<file path="src/rtl/acc_pkg.sv">
// acc_pkg: shared types for the adaptive cruise controller.
//   state_t  - controller state, 3-bit encoding observable on state_o
//   STATE_W  - width of the state encoding
package acc_pkg;

  localparam int STATE_W = 3;

  typedef enum logic [STATE_W-1:0] {
    ST_STOP   = 3'd0,
    ST_ACCEL  = 3'd1,
    ST_CRUISE = 3'd2,
    ST_DECEL  = 3'd3,
    ST_EMERG  = 3'd4
  } state_t;

endpackage

</file>
<file path="src/rtl/distance_filter.sv">
// distance_filter: qualifies the "too close" condition so that braking only
// starts after FILTER_CYC consecutive close samples.
//   clk, rst          - clock, synchronous active-high reset
//   leading_distance  - distance to the car ahead
//   close             - raw, unfiltered close flag (combinational)
//   close_q           - close held for FILTER_CYC consecutive samples
module distance_filter #(
  parameter int DIST_W       = 7,
  parameter int MIN_DISTANCE = 40,
  parameter int FILTER_CYC   = 3
) (
  input  logic              clk,
  input  logic              rst,
  input  logic [DIST_W-1:0] leading_distance,
  output logic              close,
  output logic              close_q
);

  localparam int CNT_W = (FILTER_CYC > 1) ? $clog2(FILTER_CYC) : 1;
  localparam logic [CNT_W-1:0]  CNT_MAX = CNT_W'(FILTER_CYC - 1);
  localparam logic [DIST_W:0]   MIN_D   = (DIST_W+1)'(MIN_DISTANCE);

  logic [CNT_W-1:0] close_cnt;

  assign close   = {1'b0, leading_distance} < MIN_D;
  // The current sample counts too, so close_q rises on the FILTER_CYC-th
  // consecutive close sample, not one after.
  assign close_q = close && (close_cnt >= CNT_MAX);

  always_ff @(posedge clk) begin
    if (rst)
      close_cnt <= '0;
    else if (!close)
      close_cnt <= '0;            // any gap restarts the filter
    else if (close_cnt != CNT_MAX)
      close_cnt <= close_cnt + 1'b1;
  end

endmodule

</file>
<file path="src/rtl/adaptive_cruise_ctrl.sv">
// adaptive_cruise_ctrl: Moore FSM driving door lock, throttle, brake and
// emergency brake from speed and leading-distance sensors.
//   clk, rst          - clock, synchronous active-high reset
//   enable            - driver engages cruise
//   speed_limit       - target speed
//   car_speed         - measured speed
//   leading_distance  - distance to the car ahead
//   unlock_doors      - high in STOP
//   accelerate_car    - high in ACCEL
//   brake_car         - high in DECEL and EMERG
//   emergency_brake   - high in EMERG
//   state_o           - current state encoding
//   emerg_count       - saturating count of EMERG entries
module adaptive_cruise_ctrl
  import acc_pkg::*;
#(
  parameter int SPEED_W        = 8,
  parameter int DIST_W         = 7,
  parameter int MIN_DISTANCE   = 40,
  parameter int HYST           = 5,
  parameter int EMERG_DISTANCE = 10,
  parameter int SPEED_TOL      = 2,
  parameter int FILTER_CYC     = 3,
  parameter int EVT_W          = 8
) (
  input  logic               clk,
  input  logic               rst,
  input  logic               enable,
  input  logic [SPEED_W-1:0] speed_limit,
  input  logic [SPEED_W-1:0] car_speed,
  input  logic [DIST_W-1:0]  leading_distance,
  output logic               unlock_doors,
  output logic               accelerate_car,
  output logic               brake_car,
  output logic               emergency_brake,
  output logic [STATE_W-1:0] state_o,
  output logic [EVT_W-1:0]   emerg_count
);

  // Far threshold; if it lies beyond the largest representable distance,
  // far can never be asserted.
  localparam int              FAR_I  = MIN_DISTANCE + HYST;
  localparam bit              FAR_OK = FAR_I <= ((1 << DIST_W) - 1);
  localparam logic [DIST_W:0] FAR_TH = (DIST_W+1)'(FAR_I);
  localparam logic [DIST_W:0] EMG_TH = (DIST_W+1)'(EMERG_DISTANCE);
  localparam logic [SPEED_W:0] TOL   = (SPEED_W+1)'(SPEED_TOL);

  state_t state, next_state;

  logic             close, close_q, far, emerg;
  logic [SPEED_W:0] spd_x, lim_x, lo;
  logic             at_band, hi_gap, below_lim, over_lim, stopped;

  distance_filter #(
    .DIST_W       (DIST_W),
    .MIN_DISTANCE (MIN_DISTANCE),
    .FILTER_CYC   (FILTER_CYC)
  ) u_filt (
    .clk              (clk),
    .rst              (rst),
    .leading_distance (leading_distance),
    .close            (close),
    .close_q          (close_q)
  );

  assign far   = FAR_OK && ({1'b0, leading_distance} >= FAR_TH);
  assign emerg = {1'b0, leading_distance} < EMG_TH;

  // Speed compares in SPEED_W+1 bits so the tolerance add cannot wrap.
  assign spd_x     = {1'b0, car_speed};
  assign lim_x     = {1'b0, speed_limit};
  assign lo        = (lim_x >= TOL) ? (lim_x - TOL) : '0;
  assign at_band   = spd_x >= lo;
  assign hi_gap    = (spd_x + TOL) < lim_x;
  assign below_lim = car_speed < speed_limit;
  assign over_lim  = car_speed > speed_limit;
  assign stopped   = car_speed == '0;

  always_ff @(posedge clk) begin
    if (rst) state <= ST_STOP;
    else     state <= next_state;
  end

  always_comb begin
    next_state = state;
    case (state)
      ST_STOP:
        if (enable && far && !emerg && below_lim) next_state = ST_ACCEL;
      ST_ACCEL:
        if (emerg)                                next_state = ST_EMERG;
        else if (!enable || close_q || over_lim)  next_state = ST_DECEL;
        else if (at_band)                         next_state = ST_CRUISE;
      ST_CRUISE:
        if (emerg)                                next_state = ST_EMERG;
        else if (!enable || close_q || over_lim)  next_state = ST_DECEL;
        else if (far && hi_gap)                   next_state = ST_ACCEL;
      ST_DECEL:
        if (emerg)                                next_state = ST_EMERG;
        else if (stopped)                         next_state = ST_STOP;
        else if (enable && far && below_lim)      next_state = ST_ACCEL;
      // EMERG is latched until the car has stopped.
      ST_EMERG:
        if (stopped)                              next_state = ST_STOP;
      default:                                    next_state = ST_STOP;
    endcase
  end

  always_ff @(posedge clk) begin
    if (rst)
      emerg_count <= '0;
    else if (next_state == ST_EMERG && state != ST_EMERG && emerg_count != '1)
      emerg_count <= emerg_count + 1'b1;
  end

  always_comb begin
    unlock_doors    = state == ST_STOP;
    accelerate_car  = state == ST_ACCEL;
    brake_car       = (state == ST_DECEL) || (state == ST_EMERG);
    emergency_brake = state == ST_EMERG;
    state_o         = state;
  end

endmodule

</file>
<file path="config.mk">
export PLATFORM = sky130hd
export DESIGN_NAME = adaptive_cruise_ctrl
export DESIGN_NICKNAME = d
export VERILOG_FILES = /design/src/rtl/acc_pkg.sv /design/src/rtl/distance_filter.sv /design/src/rtl/adaptive_cruise_ctrl.sv
export SDC_FILE = /design/constraint.sdc
export NUM_CORES = 1
export LEC_CHECK = 0
export BUFFER_PORTS_ARGS = -buffer_cell sky130_fd_sc_hd__buf_2
export CORE_MARGIN = 2
export CORE_UTILIZATION = 53
export DETAILED_ROUTE_END_ITERATION = 10
export HOLD_SLACK_MARGIN = 0.15
export PLACE_DENSITY = 0.81
export SLEW_MARGIN = 20
export SYNTH_ARGS = -nofsm -noshare
export SYNTH_HDL_FRONTEND = slang
export SYNTH_SLANG_ARGS = --single-unit
export TNS_END_PERCENT = 30
</file>
<file path="constraint.sdc">
create_clock -name clk -period 2.8 [get_ports clk]
set_input_delay 0.14 -clock clk [delete_from_list [all_inputs] [get_ports clk]]
set_output_delay 0.14 -clock clk [all_outputs]
set_load 0.05 [all_outputs]
</file>
* Word-level counts from Yosys, hierarchy flattened
Cells that the tools add are included.
Storage, ports and cells: register bits 13, output and inout port bits 15, logic and storage cells 54
Cells by class: add/sub/neg operators 4, $lt $le $gt $ge 9, equal/unequal tests 8, muxes and demuxes 13, bitwise operators 1, reduce and logical (&&, ||, !) cells 16
Operator list (count):
- $mux W3 | 11
- $pmux W3 S5 | 1
- $add A8 B2 Y9 const B | 1
- $ge A8 B9 Y1 | 1
- $lt A9 B8 Y1 | 1
- $mux W9 | 1
- $sub A8 B2 Y9 const B | 1
- $add A8 B1 Y8 const B | 1
- $ge A8 B2 Y1 const B | 1
- $gt A8 B8 Y1 | 1
- $logic_and A1 B1 Y1 | 8
- $logic_not A8 Y1 | 1
- $lt A8 B8 Y1 | 1
- $ne A8 B8 Y1 const B | 1
- $ge A7 B6 Y1 const B | 1
- $lt A7 B4 Y1 const B | 1
- $lt A7 B6 Y1 const B | 1
- $eq A3 B2 Y1 const B | 2
- $eq A3 B3 Y1 const B | 2
- $eq A3 B1 Y1 const B | 1
- $logic_not A3 Y1 | 1
- $logic_or A1 B1 Y1 | 3
- $ne A3 B3 Y1 const B | 1
- $add A2 B1 Y2 const B | 1
- other kinds (5) | 6

* Logic depth before layout (Yosys ltp)
Gate-level depths: netlist of run 1.
depth after elaboration 10, mapped depth 14

* Hierarchy
From an unflattened synthesis of run 1, not the netlist that was laid out.
Unflattened totals: cell total of the unflattened synthesis 190, area total of the unflattened synthesis 1555.2 um2
By module, submodules not included:
- adaptive_cruise_ctrl | times used 1, cells an instance 176, area each 1448.9 um2, sequential area each 220.2 um2
- distance_filter | times used 1, cells an instance 14, area each 106.4 um2, sequential area each 40.0 um2

* Worst setup path before layout of run 1
Ideal clock, no wire load.
path kind reg-to-reg, start register state[0] (netlist: state_o[0]), end register state[1] (netlist: state_o[1]), library setup time 71 ps, data arrival time 2584 ps, required time 2729 ps, setup slack 145 ps, stages on the path, launching flop included 6, path buffers 1, clock period less this slack 2655 ps, path through dfxtp_1 buf_2 nor3b_1 and3_1 o31ai_1 a21oi_1
On the way: word-level cells in the longest chain between the ends 2
Ends and longest elaborated chain:
- start, declared | RTL line adaptive_cruise_ctrl.sv:48 | state_t state, next_state;
- start signal, assigned | RTL line adaptive_cruise_ctrl.sv:81 | else state <= next_state;
- $eq A3 B1 Y1
- net accelerate_car | RTL line adaptive_cruise_ctrl.sv:33 | output logic accelerate_car,
- $pmux W3 S5 | RTL line adaptive_cruise_ctrl.sv:86 | case (state)
The timed path passes the listed nets, and every way through them passes these cells. A chain may end at the register's enable or synchronous reset.

* Final worst setup path of run 1
start input port speed_limit[2], end register state[1] (netlist: state_o[1])
On the way: word-level cells in the longest chain between the ends 7
Ends and longest elaborated chain:
- start, declared | RTL line adaptive_cruise_ctrl.sv:29 | input logic [SPEED_W-1:0] speed_limit,
- $sub A8 B2 Y9 or $ge A8 B2 Y1 (tied branches) | RTL line adaptive_cruise_ctrl.sv:72 | assign lo = (lim_x >= TOL) ? (lim_x - TOL) : '0;
- $mux W9 | RTL line adaptive_cruise_ctrl.sv:72
- $ge A8 B9 Y1 | RTL line adaptive_cruise_ctrl.sv:73 | assign at_band = spd_x >= lo;
- $mux W3 | RTL line adaptive_cruise_ctrl.sv:92 | else if (at_band) next_state = ST_CRUISE;
- $mux W3 | RTL line adaptive_cruise_ctrl.sv:91 | else if (!enable || close_q || over_lim) next_state = ST_DECEL;
- $mux W3 | RTL line adaptive_cruise_ctrl.sv:90 | if (emerg) next_state = ST_EMERG;
- $pmux W3 S5 (*) | RTL line adaptive_cruise_ctrl.sv:86
Mark *: on every way between the ends. The rest lies on a longest branch, timed or not.

==> impl_results.md, run 1 <==
* Status: finished clean
* Post-synthesis adder-cell area fraction at between 20% and 30%
* I/O Pins at 41
* Drt total wl at ~3400 um
* Max-cap violations at 0
* Seq/Total Area, Yosys at 17.2%
* Total GRT Usage at a little under a quarter
* Die width at between 50 and 60 um
* Worst Setup Path Type: in -> reg
* Initial antenna violation count at 0
* RSZ-0062 raised after global routing: no
* Tmin final at roughly 2.4 ns
* Overall power at 0.000578 W
* Initial Utilization at around 55%
* Synth-to-layout area growth at 18.2%
* Net Switching at between 0.0002 and 0.00025 W
* YS warnings at 0
* Max-slew violations at 0
* Nets at ~290
* Peak VDD IR at around 0.29 mV
* Clock slew at reported path FFs at ~0.080 ns
* Die height at 57.4 um
* Post-synth top cells: 27 x ha_1, 20 x nor2_1, 13 x dfxtp_1, 13 x inv_1, 12 x nand2_1
* Number of synthesized flops with an enable pin at 0
* Tightest Pin Transition at about 0.36 ns
* GPL Wtd Cong at between 0.8 and 0.9
* Leakage at roughly 0.87 nW
* Min-Delay Path Class: in -> reg
* Worst Path Arrival at between 2 and 3 ns
* Power per standard cell area at between 300 and 400 nW/um^2
* Synthesized area at 1510 um^2
* Worst Skew at about 0.0027 ns
* Vias per cell at roughly 5.8
* Layout cells sized above 1 at around a fifth
* Worst setup SP type: input port
* Clock power share at about a fifth
* Slew margin rel. at about three quarters
* Post-synthesis xor/xnor area fraction at a little under a tenth
* Cell count after synthesis at 190
* Yosys top cell area share at between 20% and 30%
* Post-CTS setup buffers at 0
* DP HPWL at roughly 2900 um
* Largest net degree at the start of global routing at 14
* Place WS at about 0.12 ns
* Row count at 19
* Vias in the first global route at approximately 1400
* Fmax at 410 MHz
* Most common cell in the netlist: ha_1
* CTS Buf Count at 3
* Setup TNS at 0 ns
* Crit. End Element: flip-flop
* DR WL/cell at approximately 13 um
* # diodes at 0
* Cell Area, Placed at between 1500 and 2000 um^2
* Internal power at about 0.00034 W
* Setup WS post-layout at roughly 0.36 ns
* Simple-gate share of the synthesized area at ~28%
* Count of final setup violators at 0
* Hold Vio Cnt, Final at 0
* Mux share of post-synthesis cell area at less than 1%
* Logic gate share of total power at 44.5%
* Core Util, Final at 65.4%
* Placeable Area at about 2700 um^2
* Final instance area at between 1500 and 2000 um^2
* CTS Buffer Depth at 2
* DRC viols at 0
* First-pass GRT wire length at just under 6000 um
* Critical Path RT at 2.97 ns
* Via count at approximately 1500
* First-pass iteration count of the detailed router at 4
* Switching Fraction at about two fifths
* Async set-reset flop share out of synthesis at 0%
* Remaining Overflow, GRT at 0
* # resized after CTS at 0
* Synth Flop Type: dfxtp_1
* # hold bufs at CTS at 0
* TritonCTS Sinks at 13
* CTS H-tree depth at 1
* Synthesized net count at 243
* DRT iter0 DRCs at 38
* Final ANT Viol Nets at 0
* Root buf cell: clkbuf_4
* Synth cell types at 46
* CP max FO at 3
* PortBufs at 40
* Syn_area_per_cell at about 8.0 um^2
* Fin crit share at between 80% and 90%
* Largest area contributor in the netlist: ha_1
* Clock insertion delay at the later pin of the skew report at around 0.28 ns
* Largest cells by area after synthesis: ha_1 22%, dfxtp_1 17%, xnor2_1 5.2%
* #FFs+latches synth at 13
* FILL cells at ~260
* Post-synthesis compound-gate area fraction at between 10% and 20%
* TritonCTS clock tree: yes
* Sequential share of power at a little over a third
* Die area at about 3300 um^2
* Largest family of logic cells by synthesized area: simple AND/OR/NAND/NOR gates
critical path, stage by stage:
cell and delay (ns):
buf_2 0.11, inv_1 0.12, ha_1 0.17, nor2b_1 0.17, nand2_1 0.08, nor2_1 0.13, nand2_1 0.09, nand2_1 0.07
ha_1 0.23, a21o_1 0.16, a2111oi_0 0.40, o21ai_0 0.18, and3_1 0.21, o31ai_1 0.24, a21oi_1 0.09
area by class of cell:
cell class / instances / area, um^2 / area share (%)
multi-input cells: 161 / 1180 / 66.2
flip-flops and latches: 13 / 260 / 14.6
well taps: 31 / 38.8 / 2.17
repair buffers: 44 / 230 / 12.9
clock buffers: 4 / 26.3 / 1.47
inverters: 13 / 48.8 / 2.73
layer usage:
metal	wire (um)	up-vias	global-route usage, %
met1	1710	713	30.5
met2	1530	26	37.7
li1	-	793	-
met5	0	-	0
met4	21	0	4.65
met3	144	4	4.99
cell families after synthesis:
group / after synthesis
DFF: 13
muxes: 1
AOI/OAI and AO/OA: 39
xor gates and xnor gates: 16
buffers and inverters: 16
and+or+nand+nor: 78
adders and majority gates: 27
cell usage in the layout, fill, tap and decap left out, types with 3 or more instances in the layout:
cell type and n:
ha_1 27, xor2_1 7, clkbuf_4 3, and3_1 3
a211oi_1 3, nand3_1 5, a21o_1 3, o21ai_0 8
nor2b_1 4, nor2_1 20, xnor2_1 9, nor3_1 7
nand2_1 12, dfxtp_1 13, nand2b_1 6, inv_1 13
buf_2 40, a21oi_1 7, buf_4 4, o2111ai_1 3
nand4_1 8
final timing paths:
check                 startpoint              to  slack, ns  cells after the start
hold reg to reg   emerg_count[7]  emerg_count[7]       0.50                      2
setup reg to reg      state_o[0]  emerg_count[7]       1.07                      6
setup / recovery  speed_limit[2]      state_o[1]       0.36                     15
hold / removal               rst  emerg_count[3]       0.18                      2
sequential cells by signal (all words and copies together) (netlist names):
name / cells
u_filt.close_cnt: 2
state_o: 3
emerg_count: 8
per-stage QoR:
stage | hold slack, ns | instances
2_1_floorplan | 0.212 | 190
3_3_place_gp | 0.472 | 262
3_5_place_dp | 0.476 | 262
4_1_cts | 0.186 | 266
5_1_grt | 0.197 | 266
6_report | 0.181 | 266
power groups by stage:
stage / Combinational, W / Sequential (W) / Clock (W)
finish: 0.000257 / 0.000204 / 0.000117
global route: 0.000288 / 0.000206 / 0.000126
CTS: 0.000257 / 0.000204 / 0.000118
detailed placement: 0.000256 / 0.000209 / 0
global placement: 0.000252 / 0.000208 / 0
floorplan: 0.000166 / 0.000221 / 0
Power figures use the tool's default switching activity.
==> run 2, diff against run 1 <==
PLACE_DENSITY = 0.8   (was 0.81)
SYNTH_HIERARCHICAL = 1   (was default)
==> impl_results.md, run 2 <==
* Largest delay share family, worst path: compound AO/OA/AOI/OAI gates
* Clock insertion delay at the later pin of the skew report at ~0.27 ns
* Largest Register: emerg_count
* Die height at between 50 and 60 um
* Nets at between 200 and 300
* Count of final setup violators at 0
* RSZ-0062 raised after global routing: no
* Clock power share at ~16%
* Logic gate share of total power at around 53%
* Tightest Pin Transition at ~0.45 ns
* First-pass GRT wire length at 5950 um
* Initial antenna violation count at 0
* Cells along the critical path: buf_2 > inv_1 > ha_1 > nor2b_1 > nand2_1 > nor2_1 > nand2_1 > nand2_1 > ha_1 > a2111oi_1 > a31oi_1 > a221o_1 > a22o_1
* Min-Delay Path Class: in -> reg
* First-pass iteration count of the detailed router at 4
* Core Util, Final at 65.7%
* Net Switching at roughly 0.00033 W
* Initial Utilization at between 50% and 60%
* TritonCTS clock tree: yes
* Largest net degree at the start of global routing at 14
* Synthesized net count at between 200 and 250
* Slowest CP cell: a221o_1
* Synthesized area at between 1500 and 2000 um^2
* Max reg flops at 8
* CTS Buf Count at 3
* Via count at about 1500
* Root buf cell: clkbuf_4
* Commonest cells after routing, fill and taps aside: 40 x buf_2, 27 x ha_1, 19 x nand2_1
* Post-CTS setup buffers at 0
* Total GRT Usage at between 20% and 30%
* Placeable Area at around 2800 um^2
* Status: finished clean
* Setup WS post-layout at 0.302 ns
* GPL Wtd Cong at between 0.8 and 0.9
* Critical Path RT at 2.97 ns
* Worst Skew at between 0.004 and 0.005 ns
* DR WL/cell at around 13 um
* CTS Buffer Depth at 2
* Row count at 19
* PortBufs at 40
* Clock slew at reported path FFs at around 0.08 ns
* Slew margin rel. at a little over two thirds
* Max-slew violations at 0
* Leakage at roughly 0.85 nW
* Syn_area_per_cell at 8.21 um^2
* Hold slack at roughly 0.2 ns
* Final ANT Viol Nets at 0
* YS warnings at 6
* Worst Path Arrival at ~2.7 ns
* DP HPWL at between 2000 and 3000 um
* Overall power at between 0.0007 and 0.0008 W
* Vias per cell at between 5 and 6
* Worst setup SP type: input port
* Tmin final at around 2.5 ns
* Power per standard cell area at around 390 nW/um^2
* Most common cell after layout, fill and taps aside: buf_2
* Place WS at -0.0214 ns
* Internal power at 0.000386 W
* Fin crit share at around nine tenths
* # hold bufs at CTS at 0
* Die width at about 58 um
* Worst Setup Path Type: in -> reg
* FILL cells at ~240
* I/O Pins at 41
* Remaining Overflow, GRT at 0
* Drt total wl at 3450 um
* CP peak stage delay at 0.37 ns
* Crit. End Element: flip-flop
* Vias in the first global route at ~1400
* Layout cells sized above 1 at 22.0%
* # diodes at 0
* Peak VDD IR at between 0.6 and 0.7 mV
* Cell count after synthesis at 189
* CP dominant cell by count: nand2_1
* DRC viols at 0
* CP max FO at 5
* CTS H-tree depth at 1
* Sequential share of power at 31.1%
* DRT iter0 DRCs at 37
* Fmax at 400 MHz
* Synth-to-layout area growth at 16.7%
* Die area at 3380 um^2
* Setup TNS at 0 ns
* Switching Fraction at 46.0%
* Max-cap violations at 0
* Buf/Inv on CP at 2
* # resized after CTS at 0
* Hold Vio Cnt, Final at 0
* TritonCTS Sinks at 13
## run 2: worst paths after layout
check / start / endpoint / slack [ns] / cells past startpoint
worst max-delay path: speed_limit[1] / state_o[1] / 0.30 / 13
worst min register to register: emerg_count[4] / emerg_count[4] / 0.55 / 2
worst max register to register: state_o[1] / emerg_count[5] / 1.08 / 6
worst min-delay path: rst / emerg_count[7] / 0.20 / 2
## run 2: metrics by stage
stage	cell area, um^2	cells
global route	1810	263
finish	1810	263
global placement	1780	259
floorplan	1550	189
CTS	1810	263
detailed placement	1780	259
## run 2: layout make-up
type,instances,area [um^2],share of cell area [%]
tap,31,38.8,2.14
timing repair buffer,41,208,11.5
clock buffer,4,26.3,1.45
inverter,11,41.3,2.28
sequential,13,260,14.4
multi-input combinational,163,1240,68.3
## run 2: layer usage
metal  vias to the layer above  global-route usage, %  routed length (um)
li1                        778                      -                   -
met2                        38                   39.9                1630
met3                         2                   2.01                 123
met5                         -                      0                   0
met4                         0                   3.99                  17
met1                       697                   28.2                1680
## run 2: power groups by stage
stage / clock network [W] / logic [W] / registers, W
finish: 0.000115 / 0.000377 / 0.000222
global route: 0.000131 / 0.000412 / 0.000224
CTS: 0.000116 / 0.000377 / 0.000222
detailed placement: 0 / 0.000375 / 0.000227
global placement: 0 / 0.000371 / 0.000225
floorplan: 0 / 0.000248 / 0.000260
==> run 3, diff against run 2 <==
CORE_MARGIN = 5   (was 2)
CTS_CLUSTER_DIAMETER = 100   (was default)
RECOVER_POWER = 100   (was default)
==> impl_results.md, run 3 (synthesis results as in run 2) <==
* TritonCTS Sinks at 13
* Largest net degree at the start of global routing at 14
* Switching Fraction at a little under half
* Final ANT Viol Nets at 0
* Slowest CP cell: a2111oi_1
* GR Util met1 at 25.8%
* CP peak stage delay at between 0.4 and 0.5 ns
* Fmax at ~400 MHz
* Largest Register: emerg_count
* Met2 Usage GRT at 28.9%
* Synth-to-layout area growth at 13.3%
* Total GRT Usage at 18.5%
* Grt met3 use at under 10%
* Crit. End Element: flip-flop
* Hold Path Sink: emerg_count[7]
* Clock insertion delay at the later pin of the skew report at roughly 0.28 ns
* Die height at ~64 um
* Tmin final at 2.49 ns
* Hold Vio Cnt, Final at 0
* Buf/Inv on CP at 2
* CP dominant cell by count: nand2_1
* Status: finished clean
* Tightest Pin Transition at ~0.65 ns
* # hold bufs at CTS at 0
* DRT iter0 DRCs at 86
* Worst Path Arrival at ~2.7 ns
* CTS H-tree depth at 1
* Worst Skew at 0.0106 ns
* Clock power share at between 15 and 20%
* CTS Buffer Depth at 2
* Critical Path RT at 2.98 ns
* Logic gate share of total power at roughly half
* Overall power at approximately 0.00071 W
* GPL Wtd Cong at 0.854
* Largest delay share family, worst path: compound AO/OA/AOI/OAI gates
* DR WL/cell at roughly 14 um
* Count of final setup violators at 0
* Initial Utilization at 55.8%
* Top Usage Layer GRT: met2
* Core Util, Final at 63.2%
* I/O Pins at 41
* R2r startpoint: state_o[1]
* Worst setup SP type: input port
* Max reg flops at 8
* Internal power at around 0.00037 W
* Reg-to-reg endpoint: emerg_count[7]
* Commonest cells after routing, fill and taps aside: 27 x ha_1, 24 x buf_2, 19 x nand2_1
* Placeable Area at 2780 um^2
* # diodes at 0
* Cell count of the worst reg-to-reg path at 6
* Max-cap violations at 0
* Max-slew violations at 0
* Fin crit share at 89.0%
* Final instance area at roughly 1800 um^2
* Clock slew at reported path FFs at 0.09 ns
* Most common cell after layout, fill and taps aside: ha_1
* Slew margin rel. at a little under three fifths
* Drt total wl at between 3000 and 4000 um
* DRC viols at 0
* PortBufs at 40
* Setup TNS at 0 ns
* Sequential share of power at 31.6%
* Worst Setup Path Type: in -> reg
* Vias in the first global route at around 1500
* Via count at around 1500
* Root buf cell: clkbuf_4
* Internal reg-to-reg setup slack at between 0.7 and 0.8 ns
* Die width at roughly 64 um
* Min-Delay Path Class: in -> reg
* Initial antenna violation count at 0
* First-pass iteration count of the detailed router at 4
* Hold Crit Start: rst
* Nets at ~290
* Leakage at 0.787 nW
* Cells along the critical path: clkbuf_1 > inv_1 > ha_1 > nor2b_2 > nand2_1 > nor2_1 > nand2_1 > nand2_1 > ha_1 > a2111oi_1 > a31oi_1 > a221o_1 > a22o_1
* Setup WS post-layout at about 0.3 ns
* Layout cells sized above 1 at ~15%
* CP max FO at 5
* Power per standard cell area at between 400 and 500 nW/um^2
* Cell Area, Placed at between 1500 and 2000 um^2
* First-pass GRT wire length at between 6000 and 7000 um
* TritonCTS clock tree: yes
* Worst hold path depth at 2
* Place WS at -0.126 ns
* Net Switching at around 0.00033 W
* Remaining Overflow, GRT at 0
* Die area at between 4000 and 5000 um^2
* Vias per cell at between 5 and 6
* Row count at 19
* RSZ-0062 raised after global routing: no
* DP HPWL at 3100 um
* Peak VDD IR at 0.584 mV
* CTS Buf Count at 3
## run 3: what timing repair did
action | CTS | global route
resized for setup | 0 | 2
setup endpoints to repair | 0 | 1
setup buffers | 0 | 0
## run 3: metrics by stage
step / instances / hold WS (ns)
5_1_grt: 263 / 0.206
4_1_cts: 263 / 0.183
6_report: 263 / 0.189
2_1_floorplan: 189 / 0.219
3_3_place_gp: 259 / 0.473
3_5_place_dp: 259 / 0.478
## run 3: final cells by class
cell class | count | area [um^2]
clock buffer | 4 | 26.3
fill | 280 | 1020
inverter | 11 | 41.3
multi-input combinational | 163 | 1200
sequential | 13 | 260
tap | 31 | 38.8
timing repair buffer | 41 | 188
## run 3: power groups by stage
stage	clock network, W	registers [W]	logic, W
2_1_floorplan	0	0.000260	0.000248
3_3_place_gp	0	0.000225	0.000371
3_5_place_dp	0	0.000226	0.000377
4_1_cts	0.000124	0.000222	0.000379
5_1_grt	0.000135	0.000225	0.000400
6_report	0.000119	0.000223	0.000364
## run 3: worst max-delay path by stage
| stage | end | cells after the start | start | slack (ns) |
|---|---|---|---|---|
| after floorplan | state_o[1] | 3 | state_o[0] | 0.26 |
| after global placement | state_o[1] | 13 | speed_limit[1] | 0.14 |
| after detailed placement | state_o[1] | 13 | speed_limit[1] | -0.13 |
| after CTS | state_o[1] | 13 | speed_limit[1] | 0.17 |
| after global routing | state_o[1] | 13 | speed_limit[1] | 0.05 |
| final | state_o[1] | 13 | speed_limit[1] | 0.31 |
## run 3: per-layer routing
metal	up-vias	part of all wire [%]
li1	776	-
met1	705	47
met2	51	44
met3	2	7.5
met4	0	0.74
met5	-	0
